## config.mk

```make
export PLATFORM = sky130hd
export DESIGN_NAME = lbp_code_reader
export DESIGN_NICKNAME = d
export VERILOG_FILES = /design/src/rtl/lbp_code_reader.sv
export SDC_FILE = /design/constraint.sdc
export NUM_CORES = 1
export LEC_CHECK = 0
export ABC_AREA = 1
export BUFFER_PORTS_ARGS = -buffer_cell sky130_fd_sc_hd__buf_4
export CAP_MARGIN = 10
export CORE_MARGIN = 4
export CORE_UTILIZATION = 47
export DETAILED_ROUTE_END_ITERATION = 12
export PLACE_DENSITY_LB_ADDON = 0.2
export SYNTH_ARGS = -nofsm -noshare
export SYNTH_HDL_FRONTEND = slang
export SYNTH_SLANG_ARGS = --single-unit
export TNS_END_PERCENT = 10
```

## constraint.sdc

```tcl
create_clock -name wb_clk_i -period 3.35 [get_ports wb_clk_i]
set_input_delay 0.335 -clock wb_clk_i [delete_from_list [all_inputs] [get_ports wb_clk_i]]
set_output_delay 0.335 -clock wb_clk_i [all_outputs]
set_load 0.01 [all_outputs]
```

## src/rtl/lbp_code_reader.sv

```systemverilog
// LBP code reader: collects comparator decisions into NBITS-wide codes, queues them
// with a sequence tag in a small FIFO, and exposes them over a Wishbone classic slave.
module lbp_code_reader #(
  parameter logic [31:0] BASE_ADDR = 32'h3000_0100,
  parameter int          NBITS     = 12,
  parameter int          DEPTH     = 8
) (
  input  logic        wb_clk_i,
  input  logic        wb_rst_i,
  input  logic        cmp_i,
  input  logic        frame_start_i,
  input  logic        sample_i,
  input  logic        wbs_cyc_i,
  input  logic        wbs_stb_i,
  input  logic        wbs_we_i,
  input  logic [3:0]  wbs_sel_i,
  input  logic [31:0] wbs_adr_i,
  input  logic [31:0] wbs_dat_i,
  output logic        wbs_ack_o,
  output logic [31:0] wbs_dat_o,
  output logic        irq_o
);
  localparam int AW = (DEPTH > 1) ? $clog2(DEPTH) : 1;
  localparam int CW = $clog2(DEPTH + 1);
  localparam int IW = (NBITS > 1) ? $clog2(NBITS) : 1;

  typedef enum logic [1:0] {IDLE = 2'd0, COLLECT = 2'd1, PUSH = 2'd2} state_t;
  typedef struct packed {
    logic [7:0]       seq;
    logic [NBITS-1:0] code;
  } entry_t;

  state_t           state;
  logic [IW-1:0]    idx;
  logic [NBITS-1:0] shreg;
  logic [7:0]       seq;
  logic [1:0]       cmp_sync, smp_pipe, fs_pipe;
  logic             cmp_s, smp_d, fs_d;

  entry_t           mem [DEPTH];
  logic [AW-1:0]    wr_ptr, rd_ptr;
  logic [CW-1:0]    count;
  logic             empty, full;

  logic             ctrl_en, ctrl_irq, ovf, short_f;
  logic             hit, accept, rd, wr, pop, push_ev, push_ok, flush;
  logic             ctrl_wr, flags_wr, ovf_set, short_set;
  logic [1:0]       reg_sel;
  logic [31:0]      rdata;
  entry_t           head;
  logic             unused_ok;

  assign cmp_s = cmp_sync[1];
  assign smp_d = smp_pipe[1];
  assign fs_d  = fs_pipe[1];

  // cmp_i is asynchronous; sample/frame pulses ride the same 2-stage delay so they line up
  always_ff @(posedge wb_clk_i) begin
    if (wb_rst_i) begin
      cmp_sync <= '0;
      smp_pipe <= '0;
      fs_pipe  <= '0;
    end else begin
      cmp_sync <= {cmp_sync[0], cmp_i};
      smp_pipe <= {smp_pipe[0], sample_i};
      fs_pipe  <= {fs_pipe[0], frame_start_i};
    end
  end

  assign empty = (count == '0);
  assign full  = (count == CW'(DEPTH));
  assign head  = mem[rd_ptr];

  assign hit      = wbs_cyc_i & wbs_stb_i & (wbs_adr_i[31:4] == BASE_ADDR[31:4]);
  assign accept   = hit & ~wbs_ack_o;
  assign reg_sel  = wbs_adr_i[3:2];
  assign rd       = accept & ~wbs_we_i;
  assign wr       = accept & wbs_we_i;
  assign pop      = rd & (reg_sel == 2'd0) & ~empty;
  assign ctrl_wr  = wr & (reg_sel == 2'd2) & wbs_sel_i[0];
  assign flags_wr = wr & (reg_sel == 2'd3) & wbs_sel_i[0];
  assign flush    = ctrl_wr & wbs_dat_i[2];

  // A simultaneous pop frees a slot, so a full FIFO still accepts the push
  assign push_ev   = (state == PUSH);
  assign push_ok   = push_ev & (~full | pop) & ~flush;
  assign ovf_set   = push_ev & full & ~pop & ~flush;
  assign short_set = (state == COLLECT) & ctrl_en & fs_d & (idx != '0);

  function automatic logic [AW-1:0] ptr_inc(input logic [AW-1:0] p);
    return (p == AW'(DEPTH - 1)) ? '0 : p + 1'b1;
  endfunction

  always_ff @(posedge wb_clk_i) begin
    if (wb_rst_i) begin
      state <= IDLE;
      idx   <= '0;
      shreg <= '0;
      seq   <= '0;
    end else begin
      if (flush)        seq <= '0;
      else if (push_ev) seq <= seq + 8'd1;
      case (state)
        IDLE: if (ctrl_en && fs_d) begin
          state <= COLLECT;
          idx   <= '0;
          shreg <= '0;
        end
        COLLECT: begin
          if (!ctrl_en) begin
            state <= IDLE;
          end else if (fs_d) begin
            idx   <= '0;
            shreg <= '0;
          end else if (smp_d) begin
            // LSB-first: after NBITS shifts the first decision sits at bit 0
            shreg <= (shreg >> 1) | (NBITS'(cmp_s) << (NBITS - 1));
            if (idx == IW'(NBITS - 1)) state <= PUSH;
            else                       idx   <= idx + 1'b1;
          end
        end
        default: state <= IDLE;
      endcase
    end
  end

  always_ff @(posedge wb_clk_i) begin
    if (push_ok) mem[wr_ptr] <= '{seq: seq, code: shreg};
  end

  always_ff @(posedge wb_clk_i) begin
    if (wb_rst_i || flush) begin
      wr_ptr <= '0;
      rd_ptr <= '0;
      count  <= '0;
    end else begin
      if (push_ok) wr_ptr <= ptr_inc(wr_ptr);
      if (pop)     rd_ptr <= ptr_inc(rd_ptr);
      case ({push_ok, pop})
        2'b10:   count <= count + 1'b1;
        2'b01:   count <= count - 1'b1;
        default: count <= count;
      endcase
    end
  end

  always_comb begin
    rdata = '0;
    case (reg_sel)
      2'd0: if (!empty) begin
        rdata[31]          = 1'b1;
        rdata[23:16]       = head.seq;
        rdata[NBITS-1:0]   = head.code;
      end
      2'd1: begin
        rdata[3:0] = 4'(count);
        rdata[4]   = empty;
        rdata[5]   = full;
        rdata[6]   = ovf;
        rdata[7]   = short_f;
        rdata[9:8] = state;
      end
      2'd2:    rdata[1:0] = {ctrl_irq, ctrl_en};
      default: rdata[7:6] = {short_f, ovf};
    endcase
  end

  // New events win over a same-cycle W1C so none is lost
  always_ff @(posedge wb_clk_i) begin
    if (wb_rst_i) begin
      ctrl_en   <= 1'b0;
      ctrl_irq  <= 1'b0;
      ovf       <= 1'b0;
      short_f   <= 1'b0;
      wbs_ack_o <= 1'b0;
      wbs_dat_o <= '0;
    end else begin
      wbs_ack_o <= accept;
      wbs_dat_o <= rd ? rdata : '0;
      if (ctrl_wr) begin
        ctrl_en  <= wbs_dat_i[0];
        ctrl_irq <= wbs_dat_i[1];
      end
      if (ovf_set)                        ovf <= 1'b1;
      else if (flags_wr && wbs_dat_i[6])  ovf <= 1'b0;
      if (short_set)                      short_f <= 1'b1;
      else if (flags_wr && wbs_dat_i[7])  short_f <= 1'b0;
    end
  end

  assign irq_o = ctrl_irq & ~empty;

  assign unused_ok = ^{wbs_sel_i[3:1], wbs_dat_i[31:8], wbs_dat_i[5:3], wbs_adr_i[1:0]};

endmodule

```

==> metrics.txt, run 1 <==
cell count after synthesis=822; Nets=981; reg-to-reg startpoint=count[2]$_SDFFE_PP0P_; Final period util=0.743; Setup TNS Final=0 ns; pwr dens=516 nW/um^2; drt first pass iters=4; ys flop type=edfxtp_1; Worst R2R End=mem[0][18]$_DFFE_PP_; global-route usage over all layers=0.186; sequential share of the synthesized area=0.680; maximum vdd drop=309 uV; Yosys reg bits=231; post-route cell area=10700 um^2; n_diodes=0; status=finished clean; Reg clk slew, reported paths=0.06 ns; initial antenna violation count=0; Core Area=19000 um^2; r2r setup slk=0.86 ns; Via Count=6197; asr flop ratio synth=0; YS warnings=0; Post-Syn Area=9150 um^2; critical path capture point type=flip-flop; CP max FO=8; Slew Limit Fails=0; Hold Crit Depth=3; gp weighted congestion=0.780; cell taking the most area after synthesis=edfxtp_1; # rows=50; Reg2Reg Depth=11; Initial Util=0.483; skew final=0.00468 ns; final hold viol count=0; Longest Clk Path Bufs=3; fmax=0.402 GHz; startpoint types=flip-flop; maxcap violations=0; dpl cells=1129; Via density=5.30; Post-CTS Resized=0; drt drc=0; area grow syn2layout=16.9%; Leakage=4.06 nW; CTS H-Tree Depth=1; ANT nets after route=0; layout cells sized above 1=0.169; Sink Count=231; slew margin rel.=0.337; ranking of synthesized cells by area=edfxtp_1 (53%), dfxtp_1 (16%), nor2_1 (5.9%); Initial DRC Count=449; Hold Path End=fs_pipe[0]$_SDFF_PP0_; final hold slack=0.0275 ns; die width=148 um; Hold-fix buffers, CTS=0; CTS buffer count=24; worst slew pin tran=0.994 ns; minimum clock period=2.49 ns; height of the die=148 um; RSZ-0062 raised after global routing=no; TritonCTS clock tree=yes; clock insertion delay at the later pin of the skew report=0.51 ns; Distinct cells, synth=37; Setup CP Type=reg -> reg; first-pass GRT wire length=32000 um; EDFF count, synth=160; final setup fails=0; area share of the largest cell type after synthesis=0.525; top-level port count=110; pin count of the biggest net entering global routing=81; total congestion overflow=0; Post-Syn Area per Cell=11.1 um^2; port bufs=66; Post-synth top cells=edfxtp_1 (160), nor2_1 (145), nand2_1 (88), o21ai_0 (82), dfxtp_1 (71); Hold Crit Class=in -> reg; hold wc startpoint=frame_start_i; Finished Layout Cells=1170; post-CTS setup buffers=0; die area=21800 um^2; CP arrival=2.70 ns; Root Driver=clkbuf_16; Final HPWL DP=12300 um; Critical Path RT=3.56 ns; drt wl/cell=17.4 um; vias in the first global route=5933; DP Area=9980 um^2; Util after Layout=0.564; most frequent cell after synthesis=edfxtp_1; routed wire length=20400 um
## per-stage QoR
stage | power, mW | setup slack [ns]
after CTS | 5.56 | 0.854
final | 5.52 | 0.862
after detailed placement | 3.15 | 0.685
after global routing | 5.70 | 0.687
after floorplan | 3.12 | 0.815
after global placement | 3.15 | 0.700
## registers in the layout, summed over array words and instances, names as in the netlist, 3 cells and up, named ones only
name / count
count: 4
idx: 4
mem: 160
rd_ptr: 3
seq: 8
shreg: 12
wbs_dat_o: 21
wr_ptr: 3
## per-layer routing
metal / vias up / share of wire / GRT usage
li1: 3010 / - / -
met1: 2942 / 0.44 / 0.255
met2: 218 / 0.48 / 0.310
met3: 27 / 0.070 / 0.0325
met4: 0 / 0.018 / 0.0471
met5: - / 0 / 0
## kinds of logic (layout without fill, tap and decap cells)
| logic type | after synthesis | after routing | share of synthesized area |
|---|---|---|---|
| other | 1 | 11 | 0.000410 |
| and+or+nand+nor | 286 | 286 | 0.135 |
| AOI/OAI and AO/OA | 188 | 188 | 0.115 |
| buffers and inverters | 95 | 173 | 0.0450 |
| DFF | 231 | 231 | 0.680 |
| adders and majority gates | 10 | 10 | 0.0137 |
| xor gates and xnor gates | 11 | 11 | 0.0105 |
## layout by cell type, fill, tap and decap left out, types with 25 or more instances in the layout
master and n:
o21ai_0 82, inv_1 39, a21oi_1 46, buf_4 80, o22ai_1 26, nor2_1 137, clkbuf_16 25, nand2_1 88
edfxtp_1 160, dfxtp_1 70
## critical path, stage by stage (launching register included)
cell     delay (ns)
dfxtp_1        0.45
inv_1          0.14
nand4_2        0.14
nand2_2        0.07
nor2_2         0.13
nand2_4        0.11
nand2_4        0.10
nand2_2        0.07
nor2_4         0.14
nand2_2        0.11
nor2_2         0.43
buf_4          0.30
## how the worst max path moves through the flow
stage / start / end / depth (start not counted)
after floorplan: wbs_adr_i[25] / mem[0][0]$_DFFE_PP_ / 11
after global placement: wbs_adr_i[13] / mem[0][19]$_DFFE_PP_ / 13
after detailed placement: wbs_adr_i[13] / mem[0][19]$_DFFE_PP_ / 13
after CTS: count[2]$_SDFFE_PP0P_ / count[2]$_SDFFE_PP0P_ / 14
after global routing: count[2]$_SDFFE_PP0P_ / count[2]$_SDFFE_PP0P_ / 14
final: count[2]$_SDFFE_PP0P_ / mem[0][18]$_DFFE_PP_ / 11
## power breakdown
part,total [mW],switching [mW],internal [mW]
logic,0.0730,0.0348,0.0382
clock network,2.43,1.03,1.40
registers,3.02,0.00143,3.02
## layout make-up
cell class | instances | area [um^2]
Fill cell | 1619 | 8260
Sequential cell | 231 | 6230
Multi-Input combinational cell | 506 | 2570
Timing Repair Buffer | 84 | 681
Clock buffer | 33 | 676
Tap cell | 260 | 325
Inverter | 48 | 180
Clock inverter | 8 | 40.0
No activity file was read; power rests on OpenSTA's default activity.
==> run 2: changes to the inputs <==
ABC_AREA = 0   (was 1)
clock period = 2.35 ns   (was 3.35 ns; I/O delays follow)
==> run 2 against run 1 <==
Against the previous run:
- the run now ends with setup timing left
- die area decreased by 1.8%
- final area grew 4.1%
- global-route usage fell by 0.97 points
- sequential cell count did not move
- clock skew increased by 0.0066 ns
- worst hold slack improved by 0.020 ns
- critical path type unchanged
- largest power group unchanged
==> metrics.txt, run 2 <==
status=finished with violations; failing checks=setup timing; area share of the largest cell type after synthesis=0.535; post-route cell area=11100 um^2; initial antenna violation count=0; Initial DRC Count=310; Reg clk slew, reported paths=0.06 ns; Initial Util=0.478; minimum clock period=2.75 ns; skew final=0.0113 ns; Critical Path RT=2.73 ns; startpoint types=flip-flop; die area=21400 um^2; maximum vdd drop=584 uV; port bufs=66; Largest regs=mem: 160 flops, wbs_dat_o: 21 flops, shreg: 12 flops; max reg flops=160; final setup fails=163; cell taking the most area after synthesis=edfxtp_1; CTS H-Tree Depth=1; # fillers=1400; ANT nets after route=0; global-route usage over all layers=0.176; YS warnings=0; first-pass GRT wire length=29600 um; vias in the first global route=5294; Biggest register=mem; cell count after synthesis=571; TritonCTS clock tree=yes; area grow syn2layout=24.2%; drt first pass iters=4; DP Area=10100 um^2; pin count of the biggest net entering global routing=41; routed wire length=18900 um; Post-Syn Area=8970 um^2; clock insertion delay at the later pin of the skew report=0.51 ns; Post-Syn Area per Cell=15.7 um^2; dpl cells=879; top-level port count=110; Distinct cells, synth=48; asr flop ratio synth=0; most frequent cells in the layout=edfxtp_1 (160), buf_4 (95), dfxtp_1 (66), nor2_1 (46), mux4_2 (40); slew margin rel.=0.625; final hold viol count=0; Via Count=5139; # rows=50; fmax=0.363 GHz; n_diodes=0; Root Driver=clkbuf_16; most frequent cell after synthesis=edfxtp_1; worst slew pin tran=0.562 ns; EDFF count, synth=160; gp weighted congestion=0.745; Final HPWL DP=11500 um; CP max FO=3; die width=146 um; Setup CP Type=reg -> reg; Yosys reg bits=231; height of the die=146 um; critical path capture point type=flip-flop; Sink Count=231; sequential share of the synthesized area=0.694; Slew Limit Fails=0; Leakage=3.80 nW; RSZ-0062 raised after global routing=yes; commonest non-fill, non-tap cell in the layout=edfxtp_1; Post-synth top cells=edfxtp_1 (160), dfxtp_1 (71), nor2_1 (47), mux4_2 (40), a21oi_1 (30); layout cells sized above 1=0.303; final setup margin=-0.403 ns; Hold Crit Class=in -> reg; CP arrival=3.13 ns; Final period util=1.17; ranking of synthesized cells by area=edfxtp_1 (54%), dfxtp_1 (16%), mux4_2 (10%); Via density=5.49; maxcap violations=0; pwr dens=727 nW/um^2; drt drc=0; Finished Layout Cells=936; ys flop type=edfxtp_1; Longest Clk Path Bufs=3; CTS buffer count=24; Nets=770; drt wl/cell=20.2 um; Core Area=18800 um^2; total congestion overflow=0
run 2: layout make-up:
cell class	count	area [um^2]	area share
Sequential cell	231	6230	0.559
Multi-Input combinational cell	304	2650	0.238
Timing Repair Buffer	119	1160	0.104
Clock buffer	33	707	0.0634
Tap cell	234	293	0.0263
Clock inverter	11	83.8	0.00752
Inverter	4	15.0	0.00135
run 2: routing by layer:
layer | wire (um) | vias to the layer above | global-route usage
met5 | 0 | - | 0
met4 | 470 | 0 | 0.0480
li1 | - | 2395 | -
met1 | 7680 | 2590 | 0.233
met3 | 962 | 31 | 0.0258
met2 | 9770 | 123 | 0.307
run 2: through the flow:
stage	setup slack, ns	utilization	hold WS [ns]	setup TNS [ns]	power [mW]
4_1_cts	-0.425	0.592	0.0265	-33.86	8.20
3_3_place_gp	-0.440	0.539	0.421	-46.81	4.49
5_1_grt	-0.484	0.594	0.0376	-43.12	8.37
2_1_floorplan	-0.608	-	0.363	-79.02	4.44
6_report	-0.403	0.594	0.0477	-32.07	8.10
3_5_place_dp	-0.587	0.539	0.423	-51.44	4.49
run 2: cell families after synthesis:
| kind of cell | synth area share |
|---|---|
| buffers and inverters | 0.0254 |
| other | 0.000418 |
| muxes | 0.129 |
| AOI/OAI and AO/OA | 0.0272 |
| DFF | 0.694 |
| adders and majority gates | 0.0139 |
| xor gates and xnor gates | 0.0146 |
| and+or+nand+nor | 0.0952 |
run 2: power breakdown:
group          internal (mW)  total (mW)  switching (mW)
Clock                   2.22        3.69            1.47
Combinational         0.0619       0.109          0.0473
Sequential              4.30        4.30         0.00225
Total                   6.58        8.10            1.52
run 2: path summary, 6_finish.rpt:
path / slack, ns / startpoint / cells after the start / end
worst min-delay path: 0.05 / wbs_dat_i[7] / 3 / short_f$_SDFFE_PP0P_
worst max-delay path: -0.40 / count[3]$_SDFFE_PP0P_ / 12 / count[2]$_SDFFE_PP0P_
worst min register to register: 0.43 / fs_pipe[0]$_SDFF_PP0_ / 1 / fs_pipe[1]$_SDFF_PP0_
worst max register to register: -0.40 / count[3]$_SDFFE_PP0P_ / 12 / count[2]$_SDFFE_PP0P_
run 2: worst max-delay path, stage by stage (launching register included):
cell and delay (ns):
dfxtp_2 0.35, nor4_4 0.06, or4_4 0.42, o311a_1 0.32, or3_4 0.35, ha_2 0.19
xor2_1 0.15, ha_1 0.19, a21oi_2 0.13, xor2_1 0.17, nor2_1 0.08, xnor2_1 0.16
nor2_1 0.05
run 2: timing repair:
item	4_1_cts	5_1_grt
hold buffers	5	0
hold endpoints to repair	5	0
pin swaps	9	2
gates resized for setup	11	0
buffers inserted	3	2
setup endpoints to repair	164	164
gates cloned	3	0
==> run 3: changes to the inputs <==
PLACE_DENSITY = 0.64   (was unset)
PLACE_DENSITY_LB_ADDON = unset   (was 0.2)
==> run 3 against run 2 <==
Against the previous run:
- the flow still finishes with violations (setup timing)
- total power down 2.8%
- final area down 0.34%
- sequential cell count unchanged
- clock skew up 0.0034 ns
- wire length up 0.45%
- critical path type unchanged
- largest cell class unchanged
==> metrics.txt, run 3 (synthesis results as in run 2) <==
Critical Path RT=2.71 ns; n_diodes=0; CTS H-Tree Depth=1; CP arrival=3.14 ns; routed wire length=19000 um; Via density=5.49; Reg clk slew, reported paths=0.06 ns; end of the critical path=count[2]$_SDFFE_PP0P_; Reg2Reg Depth=12; gp weighted congestion=0.810; Hold Crit Class=in -> reg; Final HPWL DP=12000 um; critical path capture point type=flip-flop; port bufs=66; drt wl/cell=20.2 um; Root Driver=clkbuf_16; maximum vdd drop=541 uV; top-level port count=110; Crit path buffers/inverters=0; Biggest register=mem; status=finished with violations; post-route cell area=11100 um^2; Comb pwr share=0.014; Worst R2R End=count[2]$_SDFFE_PP0P_; CP max FO=3; final setup fails=164; crit-path cells=nor4_4 -> or4_4 -> o311a_1 -> or3_4 -> ha_4 -> xor2_2 -> ha_1 -> a21oi_2 -> xor2_1 -> nor2_1 -> xnor2_1 -> nor2_1; most frequent cells in the layout=edfxtp_1 (160), buf_4 (99), dfxtp_1 (66), nor2_1 (46), mux4_2 (40); Sink Count=231; RSZ-0062 raised after global routing=yes; total congestion overflow=0; die area=21400 um^2; crit-path max cell delay=0.42 ns; maxcap violations=0; Placement Setup Slack=-0.498 ns; CTS buffer count=23; vias in the first global route=5328; area grow syn2layout=23.7%; Crit path max-delay family=simple AND/OR/NAND/NOR gates; Initial DRC Count=343; # rows=50; final setup margin=-0.430 ns; DP Area=10100 um^2; Largest regs=mem: 160 flops, wbs_dat_o: 21 flops, shreg: 12 flops; r2r setup slk=-0.43 ns; worst-path cell with the longest stage delay=or4_4; initial antenna violation count=0; die width=146 um; Clk network pwr share=0.440; Crit path depth=12; drt first pass iters=5; final hold viol count=0; reg-to-reg startpoint=count[0]$_SDFFE_PP0P_; slew margin rel.=0.540; internal power=6.41 mW; CP Launch Point=count[0]$_SDFFE_PP0P_; DRT met1 WL=8010 um; height of the die=146 um; failing checks=setup timing; CP dominant cell by count=nor2_1; Pwr Total=7.87 mW; clock insertion delay at the later pin of the skew report=0.50 ns; minimum clock period=2.78 ns; pwr dens=709 nW/um^2; Slew Limit Fails=0; Initial Util=0.478; fmax=0.360 GHz; DR WL met3=742 um; drt drc=0; hold wc startpoint=wbs_dat_i[7]; max reg flops=160; Final period util=1.18; Longest Clk Path Bufs=3; uppermost layer routed=met4; worst slew pin tran=0.681 ns; layout cells sized above 1=0.307; ANT nets after route=0; Nets=774; commonest non-fill, non-tap cell in the layout=edfxtp_1; Setup CP Type=reg -> reg; first-pass GRT wire length=29800 um; skew final=0.0147 ns; Via Count=5152; Reg power frac=0.546; met2 wire length=9800 um; global-route usage over all layers=0.176; pin count of the biggest net entering global routing=41; switching pwr=1.46 mW; startpoint types=flip-flop; TritonCTS clock tree=yes; Core Area=18800 um^2; Sw Ratio=0.186; Leakage=3.77 nW
[run 3: how the worst min path moves through the flow]
stage	end	slack, ns	depth (start not counted)
floorplan	cmp_sync[0]$_SDFF_PP0_	0.36	1
global route	short_f$_SDFFE_PP0P_	0.07	3
CTS	short_f$_SDFFE_PP0P_	0.05	3
global placement	fs_pipe[1]$_SDFF_PP0_	0.42	1
detailed placement	smp_pipe[1]$_SDFF_PP0_	0.42	1
finish	short_f$_SDFFE_PP0P_	0.06	3
[run 3: worst register-to-register path: stages, from the launching register on]
cell and delay [ns]:
dfxtp_2 0.35, nor4_4 0.06, or4_4 0.42, o311a_1 0.33
or3_4 0.37, ha_4 0.18, xor2_2 0.15, ha_1 0.21
a21oi_2 0.13, xor2_1 0.17, nor2_1 0.08, xnor2_1 0.13
nor2_1 0.05
[run 3: final cells by class]
cell class | instances | area, um^2
Fill cell | 1439 | 7660
Clock inverter | 10 | 97.6
Multi-Input combinational cell | 304 | 2710
Inverter | 4 | 15.0
Timing Repair Buffer | 124 | 1140
Clock buffer | 31 | 616
Tap cell | 234 | 293
Sequential cell | 231 | 6230
[run 3: per-stage QoR]
step | utilization | hold slack (ns) | std cells | TNS, ns
after floorplan | - | 0.363 | 581 | -79.02
after global placement | 0.541 | 0.420 | 886 | -49.59
after detailed placement | 0.541 | 0.424 | 886 | -52.96
after CTS | 0.585 | 0.0469 | 934 | -29.47
after global routing | 0.592 | 0.0686 | 938 | -51.25
final | 0.592 | 0.0644 | 938 | -40.39
[run 3: routing by layer]
layer / GRT usage / up-vias
met5: 0 / -
met4: 0.0456 / 0
met3: 0.0267 / 33
met2: 0.300 / 104
met1: 0.240 / 2620
li1: - / 2395
[run 3: power by group through the flow]
| stage | Clock, mW | Sequential (mW) | Combinational, mW |
|---|---|---|---|
| 3_3_place_gp | 0 | 4.39 | 0.0981 |
| 3_5_place_dp | 0 | 4.39 | 0.100 |
| 2_1_floorplan | 0 | 4.39 | 0.0489 |
| 5_1_grt | 3.73 | 4.30 | 0.118 |
| 6_report | 3.47 | 4.30 | 0.108 |
| 4_1_cts | 3.55 | 4.30 | 0.107 |
[run 3: timing repair]
action | 4_1_cts | 5_1_grt
setup buffers | 1 | 3
cloned | 1 | 1
hold buffers | 5 | 0
pin swaps | 11 | 2
hold endpoints to repair | 5 | 0
resized for setup | 13 | 13
endpoints found under the setup margin | 164 | 164
